**src/rtl/wbmem_seq_pkg.sv**
```systemverilog
// wbmem_seq_pkg
//   Shared definitions for the MNIST weight/bias memory sequencer:
//   - seq_state_t : sequencer states, in the order an inference walks them
//   - L1_LEN      : default [W1|b1] length (784 pixel weights + 1 bias)
//   - L2_LEN      : default [W2|b2] length (32 hidden weights + 1 bias)
//   - ADDR_W      : default width of the ctr1/ctr2 address buses
package wbmem_seq_pkg;

    localparam int L1_LEN = 785;
    localparam int L2_LEN = 33;
    localparam int ADDR_W = 32;

    typedef enum logic [2:0] {
        IDLE     = 3'd0,
        L1       = 3'd1,
        L1_DRAIN = 3'd2,
        ACT1     = 3'd3,
        L2       = 3'd4,
        L2_DRAIN = 3'd5,
        DONE     = 3'd6
    } seq_state_t;

endpackage

```
**src/rtl/wbmem_seq_if.sv**
```systemverilog
// wbmem_seq_if
//   Bundle between the control side (start/abort/hold from the picoRV32
//   register block) and the sequencer, plus the strobes and addresses the
//   sequencer hands to the weight memory and the MAC arrays.
//   master : control/datapath side (drives start/abort/hold, observes the rest)
//   slave  : the sequencer itself
interface wbmem_seq_if
    import wbmem_seq_pkg::*;
#(
    parameter int AW = ADDR_W
);
    logic          start;
    logic          abort;
    logic          hold;
    logic          re;
    logic [AW-1:0] ctr1;
    logic [AW-1:0] ctr2;
    logic          acc1_clr;
    logic          w1_valid;
    logic          w1_last;
    logic          act1;
    logic          acc2_clr;
    logic          w2_valid;
    logic          w2_last;
    logic          busy;
    logic          done;

    modport master (
        output start, abort, hold,
        input  re, ctr1, ctr2, acc1_clr, w1_valid, w1_last, act1,
               acc2_clr, w2_valid, w2_last, busy, done
    );

    modport slave (
        input  start, abort, hold,
        output re, ctr1, ctr2, acc1_clr, w1_valid, w1_last, act1,
               acc2_clr, w2_valid, w2_last, busy, done
    );

endinterface

```
**src/rtl/wbmem_addr_ctr.sv**
```systemverilog
// wbmem_addr_ctr
//   Issue counter for one weight layer. Walks 0..LEN-1 one step per
//   accepted issue and wraps back to 0 on the issue of the last word, so the
//   counter is already parked at 0 when the layer finishes.
//   Ports:
//     clk, reset : clock and asynchronous active-high reset
//     clr        : synchronous clear to 0 (takes priority over inc)
//     inc        : an address was issued this cycle
//     addr       : current address, zero-extended to ADDR_W
//     at_last    : addr == LEN-1
module wbmem_addr_ctr
    import wbmem_seq_pkg::*;
#(
    parameter int LEN = L1_LEN,
    parameter int AW  = ADDR_W
) (
    input  logic          clk,
    input  logic          reset,
    input  logic          clr,
    input  logic          inc,
    output logic [AW-1:0] addr,
    output logic          at_last
);

    localparam int CW = (LEN > 1) ? $clog2(LEN) : 1;

    logic [CW-1:0] cnt_reg;
    logic [CW-1:0] cnt_next;

    assign at_last = (cnt_reg == CW'(LEN - 1));
    assign addr    = AW'(cnt_reg);

    always_comb begin
        cnt_next = cnt_reg;
        if (clr) begin
            cnt_next = '0;
        end else if (inc) begin
            cnt_next = at_last ? '0 : cnt_reg + CW'(1);
        end
    end

    always_ff @(posedge clk or posedge reset) begin
        if (reset) begin
            cnt_reg <= '0;
        end else begin
            cnt_reg <= cnt_next;
        end
    end

endmodule

```
**src/rtl/wbmem_seq.sv**
```systemverilog
// wbmem_seq
//   Sequencer for the MNIST weight/bias memory. Walks [W1|b1] then [W2|b2],
//   driving the memory read enable and the two address counters, and emits
//   valid/last strobes aligned to the one-cycle synchronous memory read so
//   the MAC arrays can accumulate directly off the memory outputs.
//   Ports:
//     clk, reset : clock and asynchronous active-high reset
//     bus        : wbmem_seq_if.slave
//                  in : start (IDLE only), abort (to IDLE, highest priority),
//                       hold (stall issue in L1/L2)
//                  out: re, ctr1, ctr2, acc1_clr, w1_valid, w1_last, act1,
//                       acc2_clr, w2_valid, w2_last, busy, done
module wbmem_seq
#(
    parameter int L1_LEN = wbmem_seq_pkg::L1_LEN,
    parameter int L2_LEN = wbmem_seq_pkg::L2_LEN,
    parameter int ADDR_W = wbmem_seq_pkg::ADDR_W
) (
    input  logic        clk,
    input  logic        reset,
    wbmem_seq_if.slave  bus
);

    import wbmem_seq_pkg::*;

    seq_state_t state_reg;
    seq_state_t state_next;

    // Index 0 is layer 1, index 1 is layer 2.
    logic              issue     [2];
    logic              at_last   [2];
    logic [ADDR_W-1:0] addr      [2];
    logic              valid_reg [2];
    logic              last_reg  [2];

    logic re;
    logic clr1_reg;
    logic clr2_reg;
    logic act1;
    logic busy;
    logic done;

    // Combinational so a hold seen this cycle never reaches the memory.
    assign re       = ((state_reg == L1) || (state_reg == L2)) && !bus.hold;
    assign issue[0] = re && (state_reg == L1);
    assign issue[1] = re && (state_reg == L2);

    generate
        for (genvar gi = 0; gi < 2; gi++) begin : g_layer
            localparam int LEN = (gi == 0) ? L1_LEN : L2_LEN;

            wbmem_addr_ctr #(
                .LEN (LEN),
                .AW  (ADDR_W)
            ) u_ctr (
                .clk     (clk),
                .reset   (reset),
                .clr     (bus.abort),
                .inc     (issue[gi]),
                .addr    (addr[gi]),
                .at_last (at_last[gi])
            );
        end
    endgenerate

    always_comb begin
        state_next = state_reg;
        act1       = 1'b0;
        busy       = 1'b1;
        done       = 1'b0;
        case (state_reg)
            IDLE: begin
                busy = 1'b0;
                if (bus.start) begin
                    state_next = L1;
                end
            end
            L1: begin
                // Only the issue of the bias word leaves the layer, so a
                // hold on the last address keeps us here.
                if (issue[0] && at_last[0]) begin
                    state_next = L1_DRAIN;
                end
            end
            L1_DRAIN: state_next = ACT1;
            ACT1: begin
                act1       = 1'b1;
                state_next = L2;
            end
            L2: begin
                if (issue[1] && at_last[1]) begin
                    state_next = L2_DRAIN;
                end
            end
            L2_DRAIN: state_next = DONE;
            DONE: begin
                done       = 1'b1;
                state_next = IDLE;
            end
            default: state_next = IDLE;
        endcase
        if (bus.abort) begin
            state_next = IDLE;
        end
    end

    always_ff @(posedge clk or posedge reset) begin
        if (reset) begin
            state_reg <= IDLE;
            clr1_reg  <= 1'b0;
            clr2_reg  <= 1'b0;
            for (int i = 0; i < 2; i++) begin
                valid_reg[i] <= 1'b0;
                last_reg[i]  <= 1'b0;
            end
        end else begin
            state_reg <= state_next;
            // Accumulator clears land on the first cycle of each layer,
            // one cycle ahead of that layer's first valid word.
            clr1_reg  <= (state_reg == IDLE) && (state_next == L1);
            clr2_reg  <= (state_reg == ACT1) && (state_next == L2);
            // One-cycle pipeline matching the memory read latency; abort
            // squashes the word still in flight.
            for (int i = 0; i < 2; i++) begin
                valid_reg[i] <= issue[i] && !bus.abort;
                last_reg[i]  <= issue[i] && at_last[i] && !bus.abort;
            end
        end
    end

    assign bus.re       = re;
    assign bus.ctr1     = addr[0];
    assign bus.ctr2     = addr[1];
    assign bus.acc1_clr = clr1_reg;
    assign bus.w1_valid = valid_reg[0];
    assign bus.w1_last  = last_reg[0];
    assign bus.act1     = act1;
    assign bus.acc2_clr = clr2_reg;
    assign bus.w2_valid = valid_reg[1];
    assign bus.w2_last  = last_reg[1];
    assign bus.busy     = busy;
    assign bus.done     = done;

endmodule
```
**src/flat_wrapper.sv**
```systemverilog
// flat-port wrapper written by rule: the top's interface ports become plain ports
module wbmem_seq_flat import wbmem_seq_pkg::*;
#(
    parameter int L1_LEN = wbmem_seq_pkg::L1_LEN,
    parameter int L2_LEN = wbmem_seq_pkg::L2_LEN,
    parameter int ADDR_W = wbmem_seq_pkg::ADDR_W
)
  (clk, reset, bus_start, bus_abort, bus_hold, bus_re, bus_ctr1, bus_ctr2, bus_acc1_clr, bus_w1_valid, bus_w1_last, bus_act1, bus_acc2_clr, bus_w2_valid, bus_w2_last, bus_busy, bus_done);
  wbmem_seq_if bus_i ();
  input  logic clk;
  input  logic reset;
  input wire logic [$bits(bus_i.start)-1:0] bus_start;
  input wire logic [$bits(bus_i.abort)-1:0] bus_abort;
  input wire logic [$bits(bus_i.hold)-1:0] bus_hold;
  output wire logic [$bits(bus_i.re)-1:0] bus_re;
  output wire logic [$bits(bus_i.ctr1)-1:0] bus_ctr1;
  output wire logic [$bits(bus_i.ctr2)-1:0] bus_ctr2;
  output wire logic [$bits(bus_i.acc1_clr)-1:0] bus_acc1_clr;
  output wire logic [$bits(bus_i.w1_valid)-1:0] bus_w1_valid;
  output wire logic [$bits(bus_i.w1_last)-1:0] bus_w1_last;
  output wire logic [$bits(bus_i.act1)-1:0] bus_act1;
  output wire logic [$bits(bus_i.acc2_clr)-1:0] bus_acc2_clr;
  output wire logic [$bits(bus_i.w2_valid)-1:0] bus_w2_valid;
  output wire logic [$bits(bus_i.w2_last)-1:0] bus_w2_last;
  output wire logic [$bits(bus_i.busy)-1:0] bus_busy;
  output wire logic [$bits(bus_i.done)-1:0] bus_done;
  assign bus_i.start = bus_start;
  assign bus_i.abort = bus_abort;
  assign bus_i.hold = bus_hold;
  assign bus_re = bus_i.re;
  assign bus_ctr1 = bus_i.ctr1;
  assign bus_ctr2 = bus_i.ctr2;
  assign bus_acc1_clr = bus_i.acc1_clr;
  assign bus_w1_valid = bus_i.w1_valid;
  assign bus_w1_last = bus_i.w1_last;
  assign bus_act1 = bus_i.act1;
  assign bus_acc2_clr = bus_i.acc2_clr;
  assign bus_w2_valid = bus_i.w2_valid;
  assign bus_w2_last = bus_i.w2_last;
  assign bus_busy = bus_i.busy;
  assign bus_done = bus_i.done;
  wbmem_seq #(.L1_LEN(L1_LEN), .L2_LEN(L2_LEN), .ADDR_W(ADDR_W)) u_core (.clk(clk), .reset(reset), .bus(bus_i));
endmodule
```
**config.mk**
```make
export PLATFORM = sky130hd
export DESIGN_NAME = wbmem_seq_flat
export DESIGN_NICKNAME = d
export VERILOG_FILES = /design/src/rtl/wbmem_seq_pkg.sv /design/src/rtl/wbmem_seq_if.sv /design/src/rtl/wbmem_addr_ctr.sv /design/src/rtl/wbmem_seq.sv /design/src/flat_wrapper.sv
export SDC_FILE = /design/constraint.sdc
export NUM_CORES = 1
export LEC_CHECK = 0
export CORE_MARGIN = 2
export CORE_UTILIZATION = 42
export CTS_CLUSTER_DIAMETER = 60
export DETAILED_ROUTE_END_ITERATION = 10
export GPL_TIMING_DRIVEN = 0
export PLACE_DENSITY = 0.87
export REMOVE_ABC_BUFFERS = 1
export SLEW_MARGIN = 10
export SYNTH_ARGS = -nofsm -noshare
export SYNTH_HDL_FRONTEND = slang
export SYNTH_SLANG_ARGS = --single-unit
```
**constraint.sdc**
```tcl
create_clock -name clk -period 2.07 [get_ports clk]
set_input_delay 0.3105 -clock clk [delete_from_list [all_inputs] [get_ports clk]]
set_output_delay 0.3105 -clock clk [all_outputs]
set_load 0.05 [all_outputs]
```
==> results.json <==
{
  "status": "finished, final reports clean",
  "grt-ovfl-total": 0,
  "async_flop_share": 1.00,
  "wirelength_mm": 3.27,
  "diodes": 0,
  "synthCells": 196,
  "ioPinCount": 79,
  "critPathMaxFanout": 13,
  "firstDrtPassIters": 4,
  "cp.required_ns": 1.76,
  "reg2reg_from": "u_core.g_layer[0].u_ctr.cnt_reg[0]",
  "power.switching_mw": 0.445,
  "ys_seq_area_frac": 0.350,
  "clock_sinks": 25,
  "ant_nets": 0,
  "start_kind": "flop",
  "path_class": "flop to output port",
  "ir_worst_vdd_uv": 231,
  "hold_ws_ns": 0.548,
  "viasPerCell": 4.84,
  "path_cells": "or3_1 > dlygate4sd2_1",
  "dieArea_mm2": 0.00479,
  "fmax_ghz": 0.502,
  "drt_iter0_drc": 39,
  "clock_latency_ns": 0.28,
  "final_hold_viol_count": 0,
  "nNetsFinal": 234,
  "synth.avg_cell_area_um2": 9.11,
  "finalCriticalPeriod_ns": 1.99,
  "max_stage_delay_ns": 0.53,
  "utilization": 0.485,
  "grt_pass1_vias": 1160,
  "power_frac_clock": 0.269,
  "rr_worst_depth": 6,
  "final_cell_area_mm2": 0.00197,
  "tightestPinTransition_ns": 0.956,
  "p_comb_frac": 0.277,
  "ys_ff_latch": 25,
  "p_leak_nw": 0.918,
  "grt_usage": 0.137,
  "die_y_um": 69.2,
  "synth_top_area_cell": "dfrtp_1",
  "dp_hpwl_mm": 2.41,
  "setup_viol": 0,
  "grt_first_pass_wirelength_mm": 5.48,
  "slew_headroom": 0.362,
  "p_int_mw": 0.671,
  "reg2reg_to": "u_core.state_reg[0]",
  "largest_reg_flops": 16,
  "cts_max_path_buffers": 2,
  "root_buffer": "clkbuf_8",
  "slew_violations": 0,
  "seq_power_share": 0.454,
  "numCtsBuffers": 3,
  "cts-resized-gates": 9,
  "ys_warn_count": 0,
  "yosysUniqueCellTypes": 45,
  "powerDensity_mw_per_mm2": 567,
  "ys.flop_type": "dfrtp_1",
  "htree_levels": 1,
  "core_area_mm2": 0.00406,
  "post_dp_cell_area_mm2": 0.00193,
  "vias": 1326,
  "endpoint_kind": "output port",
  "swShare": 0.399,
  "cts_hold_repair.buffers": 0,
  "drive_above_1_share": 0.0714,
  "initial_utilization": 0.440,
  "cts_tree": "built",
  "drv_cap": 0,
  "synth_edf_count": 0,
  "antenna_found_initial": 0,
  "place_inst": 270,
  "route.detailed.drc": 0,
  "gp_congestion": 0.852,
  "synth_top_area_share": 0.350,
  "clk_pin_slew_worst_paths_ns": 0.09,
  "die_x_um": 69.2,
  "layout_worst_path_cycle_share": 0.962,
  "rsz0062_at_grt": "false",
  "wl_per_cell_um": 11.9,
  "crit_arrival_ns": 1.68,
  "min_path_type": "primary input to async pin",
  "rrSetupSlack_ns": 0.33,
  "synth_area_leaders": "dfrtp_1 (35%), buf_4 (21%), ha_1 (2.8%)",
  "clock-skew-final_ns": 0.00753,
  "grt_max_degree": 26,
  "synth.cell_area_mm2": 0.00179,
  "cts_setup_buffers": 0,
  "area_delta_synth_final_pct": 10.3,
  "cpMaxStageDelayCell": "dfrtp_1",
  "final_cell_count_no_fill": 274,
  "port_buffers": 30,
  "num_rows": 23
}
-- layer usage --
metal / wire, µm / GRT usage / up-vias
met1: 1390 / 0.178 / 624
met4: 58 / 0.0610 / 0
met3: 236 / 0.0305 / 7
met2: 1580 / 0.218 / 60
met5: 0 / 0 / -
li1: - / - / 635
-- worst max-delay path by stage --
stage | end | cells after the start | slack (ns) | start
after global routing | bus_re | 3 | 0.009 | u_core.state_reg[0]
final | bus_busy | 2 | 0.08 | u_core.state_reg[1]
after CTS | bus_done | 3 | 0.006 | u_core.state_reg[2]
after floorplan | bus_re | 2 | -0.16 | u_core.state_reg[2]
after global placement | bus_re | 4 | -0.41 | bus_hold
after detailed placement | bus_re | 4 | -0.41 | bus_hold
-- through the flow --
stage                     setup WS, ns  setup TNS [ns]  power (mW)
final                           0.0796               0        1.12
after detailed placement        -0.406           -1.98       0.826
after global routing           0.00858               0        1.16
after floorplan                 -0.162          -0.162       0.782
after CTS                      0.00642               0        1.13
after global placement          -0.406           -1.49       0.824
-- power groups by stage --
stage          sequential [mW]  combinational (mW)  clock (mW)
2_1_floorplan            0.536               0.246           0
3_3_place_gp             0.516               0.308           0
3_5_place_dp             0.516               0.310           0
4_1_cts                  0.506               0.308       0.313
5_1_grt                  0.508               0.323       0.330
6_report                 0.506               0.309       0.300
-- logic make-up after synthesis --
family,after synthesis,share of synthesized area
simple gates,64,0.221
buf+inv,63,0.245
compound gates,32,0.118
flops,25,0.350
fa+ha+maj,4,0.0280
xor+xnor,4,0.0196
mux,3,0.0168
other cells,1,0.00210
-- synth_stat cells (all sizes together) (2+ instances only) --
master	n
buf	52
a31oi	7
nand2b	4
nand3	7
nor3	5
or3	2
inv	10
nand2	14
a21oi	5
mux2i	3
nor2	13
and2	3
o21ai	9
xor2	3
nand4	5
nand3b	4
ha	4
dfrtp	25
-- critical path, delay by kind of cell, from the launching register on --
family        cells  cell delay, ns
buf+inv           1            0.43
flops             1            0.53
simple gates      1            0.44
-- final cells by class --
class / instances / area (µm²)
sequential: 25 / 627
tap: 50 / 62.6
fill: 370 / 2090
inverter: 10 / 37.5
timing repair buffer: 30 / 289
clock inverter: 1 / 7.51
multi-input combinational: 155 / 905
clock buffer: 3 / 41.3
-- placed cells by master (no fill, tap or decap), drive strengths merged, types with 2 or more instances in the layout --
master and instances:
conb 48, nor3 5, inv 10, and2 3, o21ai 9, nand2b 4
a31oi 7, or3 2, dfrtp 25, mux2i 3, nand4 5, nand3b 4
nand3 7, nand2 14, clkdlybuf4s50 26, xor2 3, nor2 13, ha 4
clkbuf 4, a21oi 5
(Power assumes the default switching activity.)
